--- src/rtl/inst_queue.sv ---
// Instruction queue between fetch and decode: circular buffer of (address, instruction) pairs.
// Optional zero-latency empty-queue bypass is enabled by defining INST_QUEUE_BYPASS_EN.
module inst_queue #(
    parameter int unsigned XLEN  = 32,
    parameter int unsigned ILEN  = 32,
    parameter int unsigned DEPTH = 4
) (
    input  logic                     clk,
    input  logic                     reset,
    input  logic                     flush,
    input  logic                     in_valid,
    output logic                     in_ready,
    input  logic [XLEN-1:0]          in_addr,
    input  logic [ILEN-1:0]          in_inst,
    output logic                     out_valid,
    input  logic                     out_ready,
    output logic [XLEN-1:0]          out_addr,
    output logic [ILEN-1:0]          out_inst,
    output logic [$clog2(DEPTH):0]   count
);

    localparam int unsigned AW = $clog2(DEPTH);
    localparam int unsigned PW = AW + 1;
    localparam logic [ILEN-1:0] INST_NOP = ILEN'(32'h00000033);

    logic [XLEN-1:0] r_addr [DEPTH];
    logic [ILEN-1:0] r_inst [DEPTH];
    logic [PW-1:0]   r_wptr;
    logic [PW-1:0]   r_rptr;

    logic w_empty;
    logic w_full;
    logic w_byp;
    logic w_push;
    logic w_pop;

    assign w_empty = (r_wptr == r_rptr);
    assign w_full  = (r_wptr[AW-1:0] == r_rptr[AW-1:0]) && (r_wptr[AW] != r_rptr[AW]);

`ifdef INST_QUEUE_BYPASS_EN
    // Empty queue forwards the fetch entry straight to decode.
    assign w_byp = w_empty & ~flush & ~reset & in_valid;
`else
    assign w_byp = 1'b0;
`endif

    assign in_ready  = ~w_full & ~reset;
    // A bypassed entry that decode takes this cycle is never written.
    assign w_push    = in_valid & in_ready & ~flush & ~(w_byp & out_ready);
    assign w_pop     = ~w_empty & out_ready & ~flush;

    assign out_valid = ~w_empty | w_byp;
    assign out_addr  = w_byp   ? in_addr :
                       w_empty ? '0      : r_addr[r_rptr[AW-1:0]];
    assign out_inst  = w_byp   ? in_inst :
                       w_empty ? INST_NOP : r_inst[r_rptr[AW-1:0]];
    assign count     = r_wptr - r_rptr;

    // Storage is not reset; the empty mux hides stale contents.
    always_ff @(posedge clk) begin
        if (w_push) begin
            r_addr[r_wptr[AW-1:0]] <= in_addr;
            r_inst[r_wptr[AW-1:0]] <= in_inst;
        end
    end

    always_ff @(posedge clk or posedge reset) begin
        if (reset) begin
            r_wptr <= '0;
            r_rptr <= '0;
        end else if (flush) begin
            r_wptr <= '0;
            r_rptr <= '0;
        end else begin
            if (w_push) r_wptr <= r_wptr + PW'(1);
            if (w_pop)  r_rptr <= r_rptr + PW'(1);
        end
    end

endmodule

--- config.mk ---
export PLATFORM = sky130hd
export DESIGN_NAME = inst_queue
export DESIGN_NICKNAME = d
export VERILOG_FILES = /design/src/rtl/inst_queue.sv
export SDC_FILE = /design/constraint.sdc
export NUM_CORES = 1
export LEC_CHECK = 0
export ABC_AREA = 1
export CELL_PAD_IN_SITES_DETAIL_PLACEMENT = 2
export CELL_PAD_IN_SITES_GLOBAL_PLACEMENT = 2
export CORE_ASPECT_RATIO = 1.25
export CORE_MARGIN = 2
export CORE_UTILIZATION = 37
export CTS_CLUSTER_SIZE = 14
export DETAILED_ROUTE_END_ITERATION = 10
export GPL_ROUTABILITY_DRIVEN = 0
export PLACE_DENSITY = 0.83
export SLEW_MARGIN = 10
export SYNTH_ARGS = -nofsm -noshare
export SYNTH_HDL_FRONTEND = slang
export SYNTH_SLANG_ARGS = --single-unit
--- constraint.sdc ---
create_clock -name clk -period 6 [get_ports clk]
set_input_delay 1.2 -clock clk [delete_from_list [all_inputs] [get_ports clk]]
set_output_delay 1.2 -clock clk [all_outputs]
set_load 0.005 [all_outputs]
==> metrics, run 1 <==
maximum frequency from static timing analysis 0.207 GHz; portion of synthesized cell area occupied by the leading cell type about three quarters; Multi-input gate area 0.00225 sq mm; outcome finished clean; Core ar. 0.0277 sq mm; met3 layer usage reported by global route 3.26%; count of buffering cells on the critical path with inverters included 4; fraction of met1 tracks used by global routing about a quarter; number of nets still failing antenna checks after routing 0; initial cell density of the core 37.7%; mean routed wirelength per cell 22.3 um; endpoint type of the worst setup path output port; Min Clock Period, post-route approximately 4.8 ns; fraction of the yosys area taken by sequential cells 75.3%; I/O pins 138; number of gates resized after cts 0; Setup-failing EPs final 0; post-DR vias/cell between 5 and 6; cts-stage hold buffer count 0; Critical Path Fanout Max between 50 and 60; met2 GRT Util slightly below 40%; Max Transition Viols Final 0; Die Ht 192 um; maximum vdd ir drop 0.000238 V; worst clock skew around 0.0086 ns; Synth Instances 823; count leader, synth sky130_fd_sc_hd__edfxtp_1; post-CTS repair timing setup buffer count 0; relative max-transition margin 29.2%; flip-flop cell with the highest count after synthesis sky130_fd_sc_hd__edfxtp_1; number of register bits inferred by synthesis ~260; transition at the pin with the smallest max-transition slack around 1.1 ns; pin count of the biggest net entering global routing 98; type of origin of the critical path register; count of flip-flops with a built-in enable after synthesis 256; total of fill cells in the finished design around 2.7k; number of core rows between 60 and 70; final worst path period share 80.5%; global route overflow 0; DR vias approximately 6.8k; Yosys warnings 0; busiest metal layer after global routing met2; Total Neg Setup Slack 0 ns; largest cells by area after synthesis sky130_fd_sc_hd__edfxtp_1 (74%), sky130_fd_sc_hd__nor2_1 (8.9%), sky130_fd_sc_hd__o21ai_0 (5.7%); proportion of layout cells with a drive suffix above 1 6.06%; wire length of the first global-routing pass 45800 um; # H-tree levels 1; number of buffers created by CTS 27; total number of clock tree sinks about 260; FF/Latch Area 0.00785 sq mm; most instantiated cells after synthesis sky130_fd_sc_hd__edfxtp_1 (256), sky130_fd_sc_hd__nor2_1 (246), sky130_fd_sc_hd__o21ai_0 (118); Power Density 383 mW/mm^2; worst min path class register to register; post-detailed-placement half-perimeter wirelength 18000 um; clock tree from TritonCTS yes; critical path type register to output port; Critical Path AT 3.63 ns; CTS clock-pin slew for the worst setup and hold paths 0.06 ns; total global routing track utilization ~20%; initial antenna violation count 2; cell chain of the critical path ha_1, nand2_1, inv_1, nand2_4, inv_2, buf_4, a21oi_1, clkdlybuf4s50_1; area grow syn2layout 23.5%; Die ar. just under 0.03 sq mm; CTS Root Cell sky130_fd_sc_hd__clkbuf_16; net count after synthesis 900; width of the chip between 150 and 200 um; synthesized cell area between 0.01 and 0.015 sq mm; max-cap violations 0; stage delay of the slowest cell on the critical path about 0.72 ns; final net count 1030; Total Wirelength 29600 um; maximum root-to-sink buffer count 3; Avg Cell Area, Syn 12.7 sq um; length of the first detailed-routing pass in iterations 4; number of endpoints with negative hold slack in the final report 0; CP required 4.80 ns; number of distinct library cells after synthesis 24; post-synth top area cell sky130_fd_sc_hd__edfxtp_1; leakage power 4.33 nW; final routed DRC violation total 0; RSZ-0062 raised after global routing false; violation count after the first detailed-routing iteration about 310; cell count after placement roughly 1.3k; filler-free cell count of the finished design 1324; clock insertion delay at the later pin of the skew report 0.53 ns; CP max stage cell sky130_fd_sc_hd__dfrtp_4; number of global-route vias before repair between 7k and 8k; buffers added on ports 137; kind of cell adding the most delay to the critical path buffers and inverters; fraction of registers with async set or reset after synthesis between 2 and 2.5%
[kinds of logic (layout without fill, tap and decap cells)]
group           Yosys count  in the layout  share of synthesized area [%]
xor+xnor                  2              2                          0.168
compound gates          195            195                           9.38
buf+inv                  65            215                           3.40
other cells               0              1                              0
simple gates            291            291                           10.8
flops                   262            262                           75.3
fa+ha+maj                 8              8                           1.03
[worst min-delay path, delay by kind of cell (launching register included)]
kind	cells	cell delay, ns
DFF	1	0.41
and+or+nand+nor	2	0.16
[through the flow]
| step | total power (W) | hold slack (ns) | setup WS, ns | util (%) | area, sq um |
|---|---|---|---|---|---|
| 2_1_floorplan | 0.00275 | 0.520 | 1.24 | - | 10400 |
| 3_3_place_gp | 0.00339 | 0.572 | 1.76 | 43.6 | 12100 |
| 3_5_place_dp | 0.00345 | 0.596 | 1.63 | 43.6 | 12100 |
| 4_1_cts | 0.00501 | 0.611 | 1.05 | 46.5 | 12900 |
| 5_1_grt | 0.00518 | 0.649 | 0.891 | 46.5 | 12900 |
| 6_report | 0.00493 | 0.607 | 1.17 | 46.5 | 12900 |
[state kept, by name (all words and copies together) (netlist names)]
| signal | count |
|---|---|
| r_addr | 128 |
| r_inst | 128 |
| r_rptr | 3 |
| r_wptr | 3 |
[power by group]
part	internal, W	switching (W)
sequential	0.00206	0.0000515
clock	0.000871	0.000681
combinational	0.000579	0.000691
total	0.00351	0.00142
[metal layers]
| metal | up-vias | wire (um) |
|---|---|---|
| met5 | - | 0 |
| met4 | 0 | 540 |
| met3 | 36 | 1320 |
| met2 | 137 | 16300 |
| met1 | 3500 | 11500 |
| li1 | 3167 | - |
[cell type report]
| class | instances | share of cell area [%] |
|---|---|---|
| tap | 350 | 3.40 |
| multi-input combinational | 496 | 17.5 |
| timing repair buffer | 149 | 11.4 |
| inverter | 17 | 0.515 |
| clock inverter | 13 | 0.710 |
| clock buffer | 36 | 5.51 |
| sequential | 262 | 61.0 |
| antenna | 1 | 0.0194 |
[placed cells by master, fill, tap and decap left out, drive strengths merged, types with 3 or more instances in the layout]
cell	netlist	final
buf	35	12
nand2	34	34
inv	16	16
edfxtp	256	256
o21ai	124	124
clkbuf	13	36
clkinv	1	12
dfrtp	6	6
nand4	3	3
nor2	246	246
a21oi	70	70
ha	7	7
clkdlybuf4s50	0	137
nand3	8	8
[path summary, 6_finish.rpt]
check                                 to  slack, ns      start  cells after the start
max in group asynchronous      r_rptr[0]       4.70      reset                      2
min in group asynchronous      r_wptr[2]       1.03      reset                      2
setup / recovery            out_inst[26]       1.17  r_rptr[0]                      8
setup reg to reg           r_addr[3][24]       2.54  r_rptr[0]                      7
hold / removal                 r_wptr[2]       0.61  r_wptr[2]                      2
hold reg to reg                r_wptr[2]       0.61  r_wptr[2]                      2
Note: power is estimated with default switching activity, not from simulation.
==> inputs of run 2 (changes only) <==
--- a/config.mk
+++ b/config.mk
@@ -10,11 +10,11 @@
 export CELL_PAD_IN_SITES_GLOBAL_PLACEMENT = 2
 export CORE_ASPECT_RATIO = 1.25
 export CORE_MARGIN = 2
-export CORE_UTILIZATION = 37
+export CORE_UTILIZATION = 34
 export CTS_CLUSTER_SIZE = 14
 export DETAILED_ROUTE_END_ITERATION = 10
 export GPL_ROUTABILITY_DRIVEN = 0
-export PLACE_DENSITY = 0.83
+export PLACE_DENSITY = 0.8
 export SLEW_MARGIN = 10
 export SYNTH_ARGS = -nofsm -noshare
 export SYNTH_HDL_FRONTEND = slang
==> constraint.sdc (replaced) <==
create_clock -name clk -period 4.4 [get_ports clk]
set_input_delay 0.88 -clock clk [delete_from_list [all_inputs] [get_ports clk]]
set_output_delay 0.88 -clock clk [all_outputs]
set_load 0.005 [all_outputs]
==> metrics, run 2 (synthesized netlist as in run 1, its figures left out) <==
share of power burned in combinational logic 26.7%; number of core rows between 70 and 80; CTS Root Cell sky130_fd_sc_hd__clkbuf_16; clock network power share 32.4%; number of buffers created by CTS 28; slack of the worst reg-to-reg path 1.82 ns; Die Ht between 150 and 200 um; Setup-failing EPs final 0; wire length of the first global-routing pass about 44000 um; post-DR vias/cell 4.98; number of inserted diodes 0; pin count of the biggest net entering global routing 68; final worst path period share between 90 and 100%; clock tree from TritonCTS yes; maximum root-to-sink buffer count 3; CP max stage cell sky130_fd_sc_hd__clkdlybuf4s50_1; type of origin of the critical path register; Critical R2R Capture r_addr[3][30]; stage delay of the slowest cell on the critical path 0.54 ns; Total Wirelength between 20000 and 30000 um; leakage power ~4.4 nW; number of endpoints with negative hold slack in the final report 0; initial antenna violation count 2; violation count after the first detailed-routing iteration around 300; area grow syn2layout 25.5%; Worst R2R Path Depth 8; critical path type register to output port; CTS clock-pin slew for the worst setup and hold paths 0.06 ns; Worst Setup Slack post-DPL slightly above 0.5 ns; Critical Path AT 3.11 ns; CP required 3.52 ns; Max Transition Viols Final 0; worst clock skew 0.0113 ns; final setup margin 0.411 ns; maximum vdd ir drop approximately 0.00036 V; length of the first detailed-routing pass in iterations 5; Power Density 529 mW/mm^2; capturing element of the worst setup path out_addr[16]; DR vias 6887; relative max-transition margin 39.3%; power dissipated by switching net loads around 0.0020 W; mean routed wirelength per cell 21.0 um; hold slack 0.593 ns; final routed DRC violation total 0; number of global-route vias before repair 7693; post-detailed-placement half-perimeter wirelength 17800 um; transition at the pin with the smallest max-transition slack 0.910 ns; max-cap violations 0; total of fill cells in the finished design roughly 3k; final net count 1038; Post-Route Utilization 43.4%; # H-tree levels 1; Core ar. 0.0301 sq mm; Die ar. 0.0321 sq mm; total number of clock tree sinks approximately 260; clock insertion delay at the later pin of the skew report 0.53 ns; proportion of layout cells with a drive suffix above 1 6.52%; RSZ-0062 raised after global routing false; portion of total power attributed to sequential cells 40.9%; worst min path class register to register; Min Clock Period, post-route 3.99 ns; first element of the critical path r_rptr[0]; global route overflow 0; most frequent cells in the layout sky130_fd_sc_hd__edfxtp_1 (256), sky130_fd_sc_hd__nor2_1 (242), sky130_fd_sc_hd__clkdlybuf4s50_1 (137), sky130_fd_sc_hd__o21ai_0 (118), sky130_fd_sc_hd__a21oi_1 (70); width of the chip 161 um; cell chain of the critical path buf_6, buf_6, nor2_1, nor2_1, o21ai_0, a21oi_1, clkdlybuf4s50_1; internal power consumption 0.00493 W; I/O pins 138; initial cell density of the core 34.6%; maximum frequency from static timing analysis 0.251 GHz; switching share of total power about 29%; buffers added on ports 137; endpoint type of the worst setup path output port; outcome finished clean; reg-to-reg critical path startpoint r_wptr[0]; most common library cell in the layout ignoring fill and taps sky130_fd_sc_hd__edfxtp_1; total global routing track utilization 17.9%; Critical Path Fanout Max 66; number of nets still failing antenna checks after routing 0
==> run 2: cell types whose count changed in the layout (fill, tap and decap cells not counted), moves of 2 or more <==
cell / delta
sky130_fd_sc_hd__clkbuf_16: +2
sky130_fd_sc_hd__buf_4: +4
sky130_fd_sc_hd__clkbuf_1: -3
sky130_fd_sc_hd__clkinv_2: -3
sky130_fd_sc_hd__clkinv_1: +6
sky130_fd_sc_hd__buf_6: +2
==> run 2: repair_timing <==
| item | in CTS | in global routing |
|---|---|---|
| setup buffers | 0 | 0 |
| endpoints found under the setup margin | 9 | 11 |
| gates resized for setup | 1 | 3 |
| hold buffers | 0 | 0 |
==> run 2: stage by stage <==
| step | total power [W] | area (sq um) | instances | TNS, ns |
|---|---|---|---|---|
| finish | 0.00691 | 13100 | 1382 | 0 |
| global route | 0.00725 | 13100 | 1382 | 0 |
| floorplan | 0.00375 | 10400 | 823 | -43.23 |
| CTS | 0.00702 | 13100 | 1382 | 0 |
| detailed placement | 0.00476 | 12200 | 1332 | 0 |
| global placement | 0.00469 | 12200 | 1332 | 0 |
==> run 2: power groups by stage <==
stage	logic, W	registers (W)	clock network [W]
after floorplan	0.000872	0.00288	0
after global placement	0.00182	0.00288	0
after detailed placement	0.00188	0.00288	0
after CTS	0.00190	0.00283	0.00229
after global routing	0.00204	0.00283	0.00238
final	0.00184	0.00283	0.00224
==> run 2: final cells by class <==
cell class	instances	area, sq um	share of cell area [%]
flip-flops and latches	262	7840	60.0
multi-input cells	496	2250	17.2
repair buffers	156	1530	11.7
clock buffers	35	748	5.73
well taps	401	502	3.84
clock inverters	15	119	0.910
inverters	17	67.6	0.517
==> run 2: per-layer routing <==
layer	global-route usage, %	routed length, um	up-vias
met5	0	27	-
met4	4.04	442	4
met3	2.57	1080	36
met2	35.2	15800	143
met1	20.5	11600	3518
li1	-	-	3186
==> run 2: worst min path at each step <==
stage,from,to,slack (ns),cells past startpoint
2_1_floorplan,r_wptr[2],r_wptr[2],0.52,2
3_3_place_gp,r_wptr[2],r_wptr[2],0.57,2
3_5_place_dp,r_wptr[2],r_wptr[2],0.58,2
4_1_cts,r_wptr[2],r_wptr[2],0.60,2
5_1_grt,r_wptr[2],r_wptr[2],0.64,2
6_report,r_wptr[2],r_wptr[2],0.59,2
==> run 2: critical path, delay by kind of cell, from the launching register on <==
kind | cells | cell delay (ns)
compound gates | 2 | 0.36
buf+inv | 3 | 1.46
flops | 1 | 0.41
simple gates | 2 | 0.25
